`config.mk`:
```
export PLATFORM = sky130hd
export DESIGN_NAME = cbuf_acq_sequencer_flat
export DESIGN_NICKNAME = d
export VERILOG_FILES = /design/src/rtl/cbuf_acq_sequencer_if.sv /design/src/rtl/cbuf_acq_sequencer.sv /design/src/flat_wrapper.sv
export SDC_FILE = /design/constraint.sdc
export NUM_CORES = 1
export LEC_CHECK = 0
export BUFFER_PORTS_ARGS = -buffer_cell sky130_fd_sc_hd__buf_2
export CAP_MARGIN = 20
export CORE_ASPECT_RATIO = 0.75
export CORE_MARGIN = 2
export CORE_UTILIZATION = 61
export CTS_BUF_LIST = sky130_fd_sc_hd__clkbuf_8 sky130_fd_sc_hd__clkbuf_16
export CTS_CLUSTER_DIAMETER = 80
export DETAILED_ROUTE_END_ITERATION = 6
export GPL_TIMING_DRIVEN = 0
export PLACE_DENSITY_LB_ADDON = 0.1
export SYNTH_ARGS = -nofsm -noshare
export SYNTH_HDL_FRONTEND = slang
export SYNTH_SLANG_ARGS = --single-unit
```
`constraint.sdc`:
```
create_clock -name clk -period 2.6 [get_ports clk]
set_input_delay 0 -clock clk [delete_from_list [all_inputs] [get_ports clk]]
set_output_delay 0 -clock clk [all_outputs]
set_load 0.01 [all_outputs]
```
`src/rtl/cbuf_acq_sequencer_if.sv`:
```
// Mux / sample-source / write-FIFO handshake bundle between cbuf_acq_sequencer and the ADC data path.
interface cbuf_acq_sequencer_if;
  logic src_valid;
  logic fifo_afull;
  logic src_rd_en;
  logic select_fill_hdr;
  logic select_waveform_hdr;
  logic select_dat;
  logic select_checksum;
  logic checksum_update;
  logic fifo_wr_en;

  modport master (
    input  src_valid, fifo_afull,
    output src_rd_en, select_fill_hdr, select_waveform_hdr, select_dat,
           select_checksum, checksum_update, fifo_wr_en
  );

  modport slave (
    output src_valid, fifo_afull,
    input  src_rd_en, select_fill_hdr, select_waveform_hdr, select_dat,
           select_checksum, checksum_update, fifo_wr_en
  );
endinterface

```
`src/rtl/cbuf_acq_sequencer.sv`:
```
// Sequences one CBUF fill: fill header, waveform header, N data bursts, checksum, into the DDR3 write FIFO.
// Optional stall watchdog enabled by defining CBUF_TIMEOUT_EN.
module cbuf_acq_sequencer #(
  parameter int NB_W        = 14,
  parameter int FILL_W      = 24,
  parameter int TIMEOUT_CYC = 4096
) (
  input  logic              clk,
  input  logic              reset,
  input  logic              enable,
  input  logic              trigger,
  input  logic [NB_W-1:0]   num_bursts,
  cbuf_acq_sequencer_if.master mux,
  output logic              busy,
  output logic              fill_done,
  output logic [FILL_W-1:0] fill_count,
  output logic              trig_missed,
  output logic              timeout_err
);
  typedef enum logic [2:0] {S_IDLE, S_FHDR, S_WHDR, S_DATA, S_CKSUM, S_DONE} state_t;

  state_t          state;
  logic            sel_fh, sel_wh, sel_d, sel_ck, wr_en;
  logic [NB_W-1:0] nb_lat, bcnt;
  logic            afull, valid;
  logic            go_fh, go_wh, go_d, go_ck;

  assign afull = mux.fifo_afull;
  assign valid = mux.src_valid;

  // Select to be registered at the next edge; the select register itself marks "issued this cycle".
  always_comb begin
    go_fh = 1'b0;
    go_wh = 1'b0;
    go_d  = 1'b0;
    go_ck = 1'b0;
    unique case (state)
      S_IDLE:  go_fh = trigger && enable && !afull;
      S_FHDR:  if (sel_fh) go_wh = !afull; else go_fh = !afull;
      S_WHDR:  if (!sel_wh) go_wh = !afull;
               else if (nb_lat == '0) go_ck = !afull;
               else go_d = valid && !afull;
      S_DATA:  if (bcnt == nb_lat) go_ck = !afull; else go_d = valid && !afull;
      S_CKSUM: if (!sel_ck) go_ck = !afull;
      default: ;
    endcase
  end

`ifdef CBUF_TIMEOUT_EN
  logic [31:0] wd;
  logic        stall;
  assign stall = (state inside {S_FHDR, S_WHDR, S_DATA, S_CKSUM})
               && !(go_fh || go_wh || go_d || go_ck)
               && !(state == S_CKSUM && sel_ck);
`else
  logic unused_cfg;
  assign unused_cfg  = ^TIMEOUT_CYC;
  assign timeout_err = 1'b0;
`endif

  always_ff @(posedge clk or posedge reset) begin
    if (reset) begin
      state       <= S_IDLE;
      sel_fh      <= 1'b0;
      sel_wh      <= 1'b0;
      sel_d       <= 1'b0;
      sel_ck      <= 1'b0;
      wr_en       <= 1'b0;
      nb_lat      <= '0;
      bcnt        <= '0;
      busy        <= 1'b0;
      fill_done   <= 1'b0;
      fill_count  <= '0;
      trig_missed <= 1'b0;
`ifdef CBUF_TIMEOUT_EN
      wd          <= '0;
      timeout_err <= 1'b0;
`endif
    end else begin
      sel_fh    <= go_fh;
      sel_wh    <= go_wh;
      sel_d     <= go_d;
      sel_ck    <= go_ck;
      wr_en     <= sel_fh | sel_wh | sel_d | sel_ck;
      fill_done <= 1'b0;
      if (go_d) bcnt <= bcnt + 1'b1;
      if (trigger && state != S_IDLE) trig_missed <= 1'b1;
      unique case (state)
        S_IDLE: if (trigger && enable) begin
          state  <= S_FHDR;
          nb_lat <= num_bursts;
          bcnt   <= '0;
          busy   <= 1'b1;
        end
        S_FHDR:  if (sel_fh) state <= S_WHDR;
        S_WHDR:  if (sel_wh) state <= (nb_lat == '0) ? S_CKSUM : S_DATA;
        S_DATA:  if (bcnt == nb_lat) state <= S_CKSUM;
        S_CKSUM: if (sel_ck) begin
          state      <= S_DONE;
          fill_done  <= 1'b1;
          fill_count <= fill_count + 1'b1;
        end
        S_DONE: begin
          state <= S_IDLE;
          busy  <= 1'b0;
        end
        default: state <= S_IDLE;
      endcase
`ifdef CBUF_TIMEOUT_EN
      // On expiry the checksum is issued in the slot of the final stall cycle.
      if (!stall) wd <= '0;
      else if (wd == 32'(TIMEOUT_CYC - 1)) begin
        wd          <= '0;
        timeout_err <= 1'b1;
        state       <= S_CKSUM;
        sel_ck      <= !afull;
      end else wd <= wd + 1'b1;
`endif
    end
  end

  assign mux.select_fill_hdr     = sel_fh;
  assign mux.select_waveform_hdr = sel_wh;
  assign mux.select_dat          = sel_d;
  assign mux.select_checksum     = sel_ck;
  assign mux.src_rd_en           = sel_d;
  assign mux.checksum_update     = sel_d;
  assign mux.fifo_wr_en          = wr_en;
endmodule

```
`src/flat_wrapper.sv`:
```
// flat-port wrapper written by rule: the top's interface ports become plain ports
module cbuf_acq_sequencer_flat 
#(
  parameter int NB_W        = 14,
  parameter int FILL_W      = 24,
  parameter int TIMEOUT_CYC = 4096
)
  (clk, reset, enable, trigger, num_bursts, busy, fill_done, fill_count, trig_missed, timeout_err, mux_src_valid, mux_fifo_afull, mux_src_rd_en, mux_select_fill_hdr, mux_select_waveform_hdr, mux_select_dat, mux_select_checksum, mux_checksum_update, mux_fifo_wr_en);
  cbuf_acq_sequencer_if mux_i ();
  input  logic clk;
  input  logic reset;
  input  logic enable;
  input  logic trigger;
  input  logic [NB_W-1:0] num_bursts;
  output logic busy;
  output logic fill_done;
  output logic [FILL_W-1:0] fill_count;
  output logic trig_missed;
  output logic timeout_err;
  input wire logic [$bits(mux_i.src_valid)-1:0] mux_src_valid;
  input wire logic [$bits(mux_i.fifo_afull)-1:0] mux_fifo_afull;
  output wire logic [$bits(mux_i.src_rd_en)-1:0] mux_src_rd_en;
  output wire logic [$bits(mux_i.select_fill_hdr)-1:0] mux_select_fill_hdr;
  output wire logic [$bits(mux_i.select_waveform_hdr)-1:0] mux_select_waveform_hdr;
  output wire logic [$bits(mux_i.select_dat)-1:0] mux_select_dat;
  output wire logic [$bits(mux_i.select_checksum)-1:0] mux_select_checksum;
  output wire logic [$bits(mux_i.checksum_update)-1:0] mux_checksum_update;
  output wire logic [$bits(mux_i.fifo_wr_en)-1:0] mux_fifo_wr_en;
  assign mux_i.src_valid = mux_src_valid;
  assign mux_i.fifo_afull = mux_fifo_afull;
  assign mux_src_rd_en = mux_i.src_rd_en;
  assign mux_select_fill_hdr = mux_i.select_fill_hdr;
  assign mux_select_waveform_hdr = mux_i.select_waveform_hdr;
  assign mux_select_dat = mux_i.select_dat;
  assign mux_select_checksum = mux_i.select_checksum;
  assign mux_checksum_update = mux_i.checksum_update;
  assign mux_fifo_wr_en = mux_i.fifo_wr_en;
  cbuf_acq_sequencer #(.NB_W(NB_W), .FILL_W(FILL_W), .TIMEOUT_CYC(TIMEOUT_CYC)) u_core (.clk(clk), .reset(reset), .enable(enable), .trigger(trigger), .num_bursts(num_bursts), .mux(mux_i), .busy(busy), .fill_done(fill_done), .fill_count(fill_count), .trig_missed(trig_missed), .timeout_err(timeout_err));
endmodule
```
# Word-level counts from Yosys, hierarchy flattened

Index checks and enable logic that the tools add are counted.

Multiplexer cells: 28
Bitwise operators: 3
Eq/ne operators: 11
Add/sub/neg operators: 2
Reduce and logical (&&, ||, !) cells: 13

Operators by type and width:

| kind                  | number |
|---|---|
| $mux 14               | 3 |
| $add 24x1->24 const B | 1 |
| $mux 3                | 6 |
| $pmux 3 s5            | 1 |
| $add 14x1->14 const B | 1 |
| $eq 14x14->1          | 1 |
| $logic_not 14->1      | 1 |
| $mux 1                | 13 |
| $ne 2x1->1 const B    | 5 |
| $pmux 1 s2            | 4 |
| $eq 3x2->1 const B    | 2 |
| $eq 3x3->1 const B    | 2 |
| $reduce_and 2->1      | 3 |
| $reduce_and 5->1      | 1 |
| $logic_and 1x1->1     | 4 |
| $eq 3x1->1 const B    | 1 |
| $logic_not 3->1       | 1 |
| $or 1x1->1            | 3 |
| $pmux 1 s3            | 1 |
| $reduce_bool 3->1     | 1 |
| $reduce_bool 2->1     | 1 |
| $logic_not 1->1       | 1 |

Output and inout bits: 35
Register bits: 63
Input port bits: 20
Logic and storage cells: 69

# Logic depth before layout (Yosys ltp)

Gate-level depths: netlist (run 1).

Depth in word-level cells: 8
Gate-level depth with buffers: 7
Depth with buffers taken out: 5

# Worst setup path after synthesis (run 1)

Ideal clock, no wire load.

Path type: register to register
From: register u_core.bcnt[6]
To: register u_core.bcnt[7]
Setup slack: 0.892 ns
Data required time: 2.521 ns
Path buffers: 1
Library setup time: 0.079 ns
Arrival time: 1.629 ns
Cell stages (with the launch flop): 7
Clock period less this slack: 1.708 ns
Cells stage by stage: dfrtp_1 xor2_1 nor4_2 nand4_4 buf_6 a21oi_1 mux2i_1

Cells in the longest elaborated chain, start to end: 6
Elaborated cells between the ends (all ways): 7
Those cells by class: 1 x add/sub; 1 x eq/ne; 5 x mux

Ends and longest elaborated chain:

| item                                                  | line                     | RTL |
|---|---|---|
| start, declared                                       | cbuf_acq_sequencer.sv:24 | `logic [NB_W-1:0] nb_lat, bcnt;` |
| start signal, assigned                                | cbuf_acq_sequencer.sv:86 | `if (go_d) bcnt <= bcnt + 1'b1;` |
| branches (longest 3 deep; another with $add 14x1->14) | -                        |  |
| $mux 14 *                                             | cbuf_acq_sequencer.sv:86 |  |
| $mux 14                                               | cbuf_acq_sequencer.sv:89 | `S_IDLE: if (trigger && enable) begin` |
| $mux 14 *                                             | cbuf_acq_sequencer.sv:88 | `unique case (state)` |

Mark *: on every way between the ends.
A chain may end at the register's enable or synchronous reset.

# Final worst setup path (run 1)

From: register u_core.bcnt[3]
To: register u_core.bcnt[7]

The elaborated chain is that of the path after synthesis.

==> results of run 1 <==
==> cells in the mapped netlist, drive strengths merged, types with 9 or more instances <==
cell | instances | share of area, %
xnor2 | 19 | 4.9
nor2 | 9 | 1.2
xor2 | 18 | 4.6
mux2 | 16 | 5.3
dfrtp | 63 | 46
and3 | 14 | 2.6
mux2i | 12 | 3.5
nand2 | 31 | 3.4
buf | 17 | 3.6
a21oi | 9 | 1.8
nand3 | 12 | 1.8
nand4 | 9 | 2.3
nor3 | 9 | 1.6
==> worst max-delay path, cell delays in order (launching register included) <==
cell,delay [ns]
dfrtp_1,0.46
xor2_1,0.18
nor4_2,0.39
nand4_4,0.25
buf_6,0.23
a21oi_1,0.20
mux2i_1,0.20
==> final timing paths <==
check                                    from                    end  slack (ns)  cells after the start
hold reg to reg            u_core.trig_missed     u_core.trig_missed        0.47                      1
setup / recovery               u_core.bcnt[3]         u_core.bcnt[7]        0.60                      6
min in group asynchronous               reset  u_core.fill_count[17]        0.24                      3
setup reg to reg               u_core.bcnt[3]         u_core.bcnt[7]        0.60                      6
hold / removal                         enable            u_core.busy        0.01                      3
max in group asynchronous               reset       u_core.fill_done        1.78                      4
==> timing repair <==
item / 4_1_cts / 5_1_grt
setup endpoints to repair: 0 / 0
hold endpoints to repair: 41 / 0
hold buffers: 17 / 0
==> per-layer routing <==
| layer | vias up | track usage (%) |
|---|---|---|
| met2 | 108 | 37.3 |
| met5 | - | 0 |
| li1 | 1292 | - |
| met4 | 0 | 6.92 |
| met1 | 1274 | 35.9 |
| met3 | 8 | 8.59 |
==> cell type report <==
type | instances | area (um^2)
Multi-Input combinational cell | 228 | 1670
Timing Repair Buffer | 71 | 455
Fill cell | 367 | 1210
Clock buffer | 11 | 151
Clock inverter | 3 | 43.8
Inverter | 6 | 22.5
Buffer | 19 | 129
Tap cell | 75 | 93.8
Sequential cell | 63 | 1580
==> where the power goes <==
part	internal (mW)	leakage (nW)	switching, mW
sequential	1.14	0.833	0.159
combinational	0.347	1.20	0.381
clock	0.484	0.101	0.364
==> sequential cells by signal (all words and copies together), names as in the netlist <==
| register | count |
|---|---|
| u_core.bcnt | 14 |
| u_core.state | 3 |
| u_core.nb_lat | 14 |
| u_core.mux.fifo_wr_en | 1 |
| u_core.mux.select_waveform_hdr | 1 |
| u_core.fill_done | 1 |
| u_core.busy | 1 |
| u_core.fill_count | 24 |
| u_core.mux.select_checksum | 1 |
| u_core.mux.select_fill_hdr | 1 |
| u_core.trig_missed | 1 |
| u_core.mux.checksum_update | 1 |
==> kinds of logic after synthesis <==
family          count (synthesis)  share of synthesized area, %
simple gates                  127                          22.9
other cells                     1                         0.110
mux                            28                          8.84
xor+xnor                       37                          9.54
buf+inv                        25                          4.46
compound gates                 33                          7.00
fa+ha+maj                       2                         0.737
flops                          63                          46.4
==> placed cells by master, fill, tap and decap left out, drive strengths merged, types with 4 or more instances in the layout <==
cell type,instances
xnor2,19
a31oi,4
nand3,12
inv,6
mux2i,12
and2,7
dlygate4sd3,17
dfrtp,63
nand4,9
nor4,8
nor2b,4
a21oi,9
nand2b,8
xor2,18
mux2,16
nor3,9
nand2,31
o21ai,5
and4,5
buf,71
and3,14
nor2,9
a32oi,4
clkbuf,13
==> impl_metrics.env, run 1 <==
export IMPL_status="completed"
export IMPL_cp_required_ns=2.87
export IMPL_fp_row_count=23
export IMPL_layout_drive_gt1_share_pct=25.2
export IMPL_holdWs_ns=0.0113
export IMPL_die_w_um=90.2
export IMPL_cp_start_kind="flop"
export IMPL_hold_violations=0
export IMPL_first_pass_iters=4
export IMPL_clockBufferDepth=2
export IMPL_power_density_nw_per_um2=694
export IMPL_grt_max_degree=41
export IMPL_yosys_warnings=0
export IMPL_fin_util_pct=77.4
export IMPL_drv_cap=0
export IMPL_fin_area_um2=4140
export IMPL_dp_cells=445
export IMPL_leakagePower_nw=2.13
export IMPL_place_ws_ns=0.612
export IMPL_initial_core_util_pct=63.5
export IMPL_ctsRootBufferMaster="clkbuf_8"
export IMPL_wl_met3_um=604
export IMPL_critPathArrivalTime_ns=2.27
export IMPL_wl_met1_um=3460
export IMPL_post_synth_num_cell_types=53
export IMPL_layout_nets=420
export IMPL_cts_repair_resized=0
export IMPL_die_h_um=68.6
export IMPL_fin_skew_ns=0.00791
export IMPL_tightestPinTransition_ns=0.500
export IMPL_synth_enable_flop_cells=0
export IMPL_vias_per_cell=5.63
export IMPL_setup_ws_ns=0.600
export IMPL_numCtsBuffers=9
export IMPL_finalCritPeriodShare_pct=76.9
export IMPL_grt_pass1_vias=2447
export IMPL_rsz0062_at_grt="no"
export IMPL_cp_max_fo=10
export IMPL_endpoint_kind="flop"
export IMPL_ys_seq_area_share_pct=46.4
export IMPL_coreArea_um2=5350
export IMPL_pin_count=55
export IMPL_setup_viol=0
export IMPL_finalPower_mw=2.88
export IMPL_drv_slew=0
export IMPL_synthCells=316
export IMPL_antenna_found_initial=0
export IMPL_cts_sinks=63
export IMPL_setup_tns_ns=0
export IMPL_place_gp_congestion=0.889
export IMPL_hold_class="input port to flop"
export IMPL_drtIter0Drc=231
export IMPL_track_usage_pct=25.3
export IMPL_cts_max_level=3
export IMPL_routed_top_layer="met4"
export IMPL_slew_headroom_pct=66.6
export IMPL_syn_avg_cell_area_um2=10.8
export IMPL_dieArea_um2=6190
export IMPL_ys_ff_latch=63
export IMPL_max_freq_ghz=0.500
export IMPL_drt_antenna_violating_nets=0
export IMPL_hpwl_um=5040
export IMPL_synth_area_um2=3400
export IMPL_antenna_cells=0
export IMPL_min_period_ns=2.00
export IMPL_tritoncts="done"
export IMPL_synth_fp_nets=338
export IMPL_instances_no_fill=476
export IMPL_port_buffers=53
export IMPL_peakVddDrop_v=0.000467
export IMPL_wl_per_cell_um=15.4
export IMPL_path_clk_slew_ns=0.07
export IMPL_clk_latency_ns=0.34
export IMPL_synth_main_ff_cell="dfrtp_1"
export IMPL_placed_area_um2=3780
export IMPL_async_flop_share_pct=100
export IMPL_grt_pass1_wl_um=12000
export IMPL_area_growth_pct=21.9
export IMPL_grt_overflow=0
export IMPL_path_class="flop to flop"
export IMPL_cts_setup_buffers=0
export IMPL_vias=2682
export IMPL_drc=0
export IMPL_drt_total_wl_um=7350
export IMPL_dr_wl_met2_um=3220
Note: power is estimated with default switching activity, not from simulation.
==> run 2: changes to the inputs <==
CORE_UTILIZATION = 51   (was 61)
clock period = 1.65 ns   (was 2.6 ns; I/O delays follow)
==> run 2 against run 1 <==
Net effect: the flow now finishes with violations (negative setup slack); total power up 86%; maximum frequency increased by 4.6%; clock-buffer cell count decreased by 2; worst hold slack gained 0.037 ns; largest cell class unchanged.
==> impl_metrics.env, run 2 (same netlist as run 1, synthesis figures left out) <==
export IMPL_path_delay_family="simple AND/OR/NAND/NOR gates"
export IMPL_min_period_ns=1.91
export IMPL_initial_core_util_pct=53.2
export IMPL_grt_overflow=0
export IMPL_rsz0062_at_grt="yes"
export IMPL_track_usage_pct=22.7
export IMPL_setup_viol=27
export IMPL_die_w_um=98.2
export IMPL_hpwl_um=5220
export IMPL_slowest_stage="dfrtp_1"
export IMPL_ctsRootBufferMaster="clkbuf_8"
export IMPL_failed_checks="negative setup slack"
export IMPL_cts_sinks=63
export IMPL_antenna_found_initial=0
export IMPL_cp_max_fo=6
export IMPL_vias=2896
export IMPL_leakagePower_nw=2.42
export IMPL_peakVddDrop_v=0.000660
export IMPL_clockBufferDepth=2
export IMPL_area_growth_pct=38.1
export IMPL_drt_total_wl_um=8390
export IMPL_drc=0
export IMPL_drt_antenna_violating_nets=0
export IMPL_path_clk_slew_ns=0.07
export IMPL_numCtsBuffers=9
export IMPL_dp_cells=451
export IMPL_fin_skew_ns=0.00698
export IMPL_first_pass_iters=6
export IMPL_reg_largest_list="u_core.fill_count x24, u_core.bcnt x14, u_core.nb_lat x14"
export IMPL_finalPower_mw=5.34
export IMPL_drv_cap=0
export IMPL_vias_per_cell=5.69
export IMPL_grt_pass1_vias=2640
export IMPL_setup_tns_ns=-4.06
export IMPL_final_common_cell="dfrtp_1"
export IMPL_antenna_cells=0
export IMPL_cp_num_buf_inv=1
export IMPL_port_buffers=53
export IMPL_hold_class="input port to flop"
export IMPL_crit_path_max_incr_delay_ns=0.43
export IMPL_slew_headroom_pct=59.2
export IMPL_power_density_nw_per_um2=1140
export IMPL_endpoint_kind="flop"
export IMPL_crit_chain="xor2_2 -> nor4_4 -> nand4_4 -> buf_6 -> a32oi_2 -> mux2i_1"
export IMPL_dieArea_um2=7340
export IMPL_layout_drive_gt1_share_pct=39.0
export IMPL_grt_max_degree=37
export IMPL_layout_nets=445
export IMPL_pin_count=55
export IMPL_tightestPinTransition_ns=0.610
export IMPL_finalCritPeriodShare_pct=116
export IMPL_tritoncts="done"
export IMPL_max_freq_ghz=0.523
export IMPL_regMostFlops="u_core.fill_count"
export IMPL_wl_per_cell_um=16.5
export IMPL_critPathArrivalTime_ns=2.16
export IMPL_setup_ws_ns=-0.261
export IMPL_coreArea_um2=6380
export IMPL_hold_violations=0
export IMPL_grt_pass1_wl_um=13000
export IMPL_largest_reg_flops=24
export IMPL_cp_start_kind="flop"
export IMPL_status="finished, violations left"
export IMPL_drv_slew=0
export IMPL_fp_row_count=25
export IMPL_place_gp_congestion=0.875
export IMPL_die_h_um=74.7
export IMPL_cts_max_level=3
export IMPL_final_cell_mix="dfrtp_1 (59), buf_2 (55), nand2_1 (28), buf_4 (25), xnor2_1 (19)"
export IMPL_fill_cells=449
export IMPL_cp_required_ns=1.90
export IMPL_drtIter0Drc=202
export IMPL_clk_latency_ns=0.33
export IMPL_path_class="flop to flop"
export IMPL_instances_no_fill=509
[run 2: layout make-up]
cell class | count | area, um^2 | share of cell area (%)
Inverter | 6 | 22.5 | 0.480
Multi-Input combinational cell | 230 | 1920 | 40.9
Clock inverter | 7 | 97.6 | 2.08
Buffer | 17 | 163 | 3.47
Timing Repair Buffer | 96 | 684 | 14.6
Sequential cell | 63 | 1580 | 33.7
Clock buffer | 9 | 124 | 2.64
Tap cell | 81 | 101 | 2.16
[run 2: stage by stage]
step / hold WS, ns / worst slack [ns] / cell area (um^2) / utilization (%)
2_1_floorplan: 0.0656 / -0.0209 / 3490 / -
4_1_cts: 0.0156 / -0.221 / 4440 / 69.6
6_report: 0.0483 / -0.261 / 4690 / 73.5
3_3_place_gp: 0.228 / -0.730 / 3860 / 60.5
5_1_grt: 0.0708 / -0.328 / 4690 / 73.5
3_5_place_dp: 0.112 / -0.279 / 3880 / 60.8
[run 2: timing repair]
action | 4_1_cts | 5_1_grt
hold endpoints to repair | 46 | 0
pin swaps | 17 | 16
hold buffers | 18 | 0
buffers inserted | 9 | 13
endpoints found under the setup margin | 49 | 49
resized for setup | 16 | 23
gates cloned | 2 | 2
[run 2: path summary, 6_finish.rpt]
kind	from	endpoint	slack (ns)	cells after the start
max reg2reg	u_core.nb_lat[6]	u_core.bcnt[10]	-0.26	6
min reg2reg	u_core.fill_count[23]	u_core.fill_count[23]	0.47	1
min	trigger	u_core.busy	0.05	3
max in group asynchronous	reset	u_core.bcnt[6]	0.73	4
min in group asynchronous	reset	u_core.fill_count[17]	0.29	3
max	u_core.nb_lat[6]	u_core.bcnt[10]	-0.26	6
[run 2: power by group]
part / switching [mW] / internal (mW) / leakage (nW) / total, mW
clock: 0.618 / 0.852 / 0.105 / 1.47
combinational: 0.846 / 0.910 / 1.49 / 1.76
sequential: 0.317 / 1.80 / 0.827 / 2.11
total: 1.78 / 3.56 / 2.42 / 5.34
[run 2: layer usage]
metal | track usage [%] | vias up | share of wire [%]
met5 | 0 | - | 0
met4 | 5.63 | 0 | 1.2
met3 | 5.85 | 11 | 5.9
met2 | 34.1 | 108 | 46
met1 | 33.6 | 1432 | 46
li1 | - | 1345 | -
[run 2: worst reg2reg max path: stages, from the launching register on]
cell	delay (ns)
dfrtp_1	0.43
xor2_2	0.21
nor4_4	0.40
nand4_4	0.24
buf_6	0.19
a32oi_2	0.16
mux2i_1	0.20
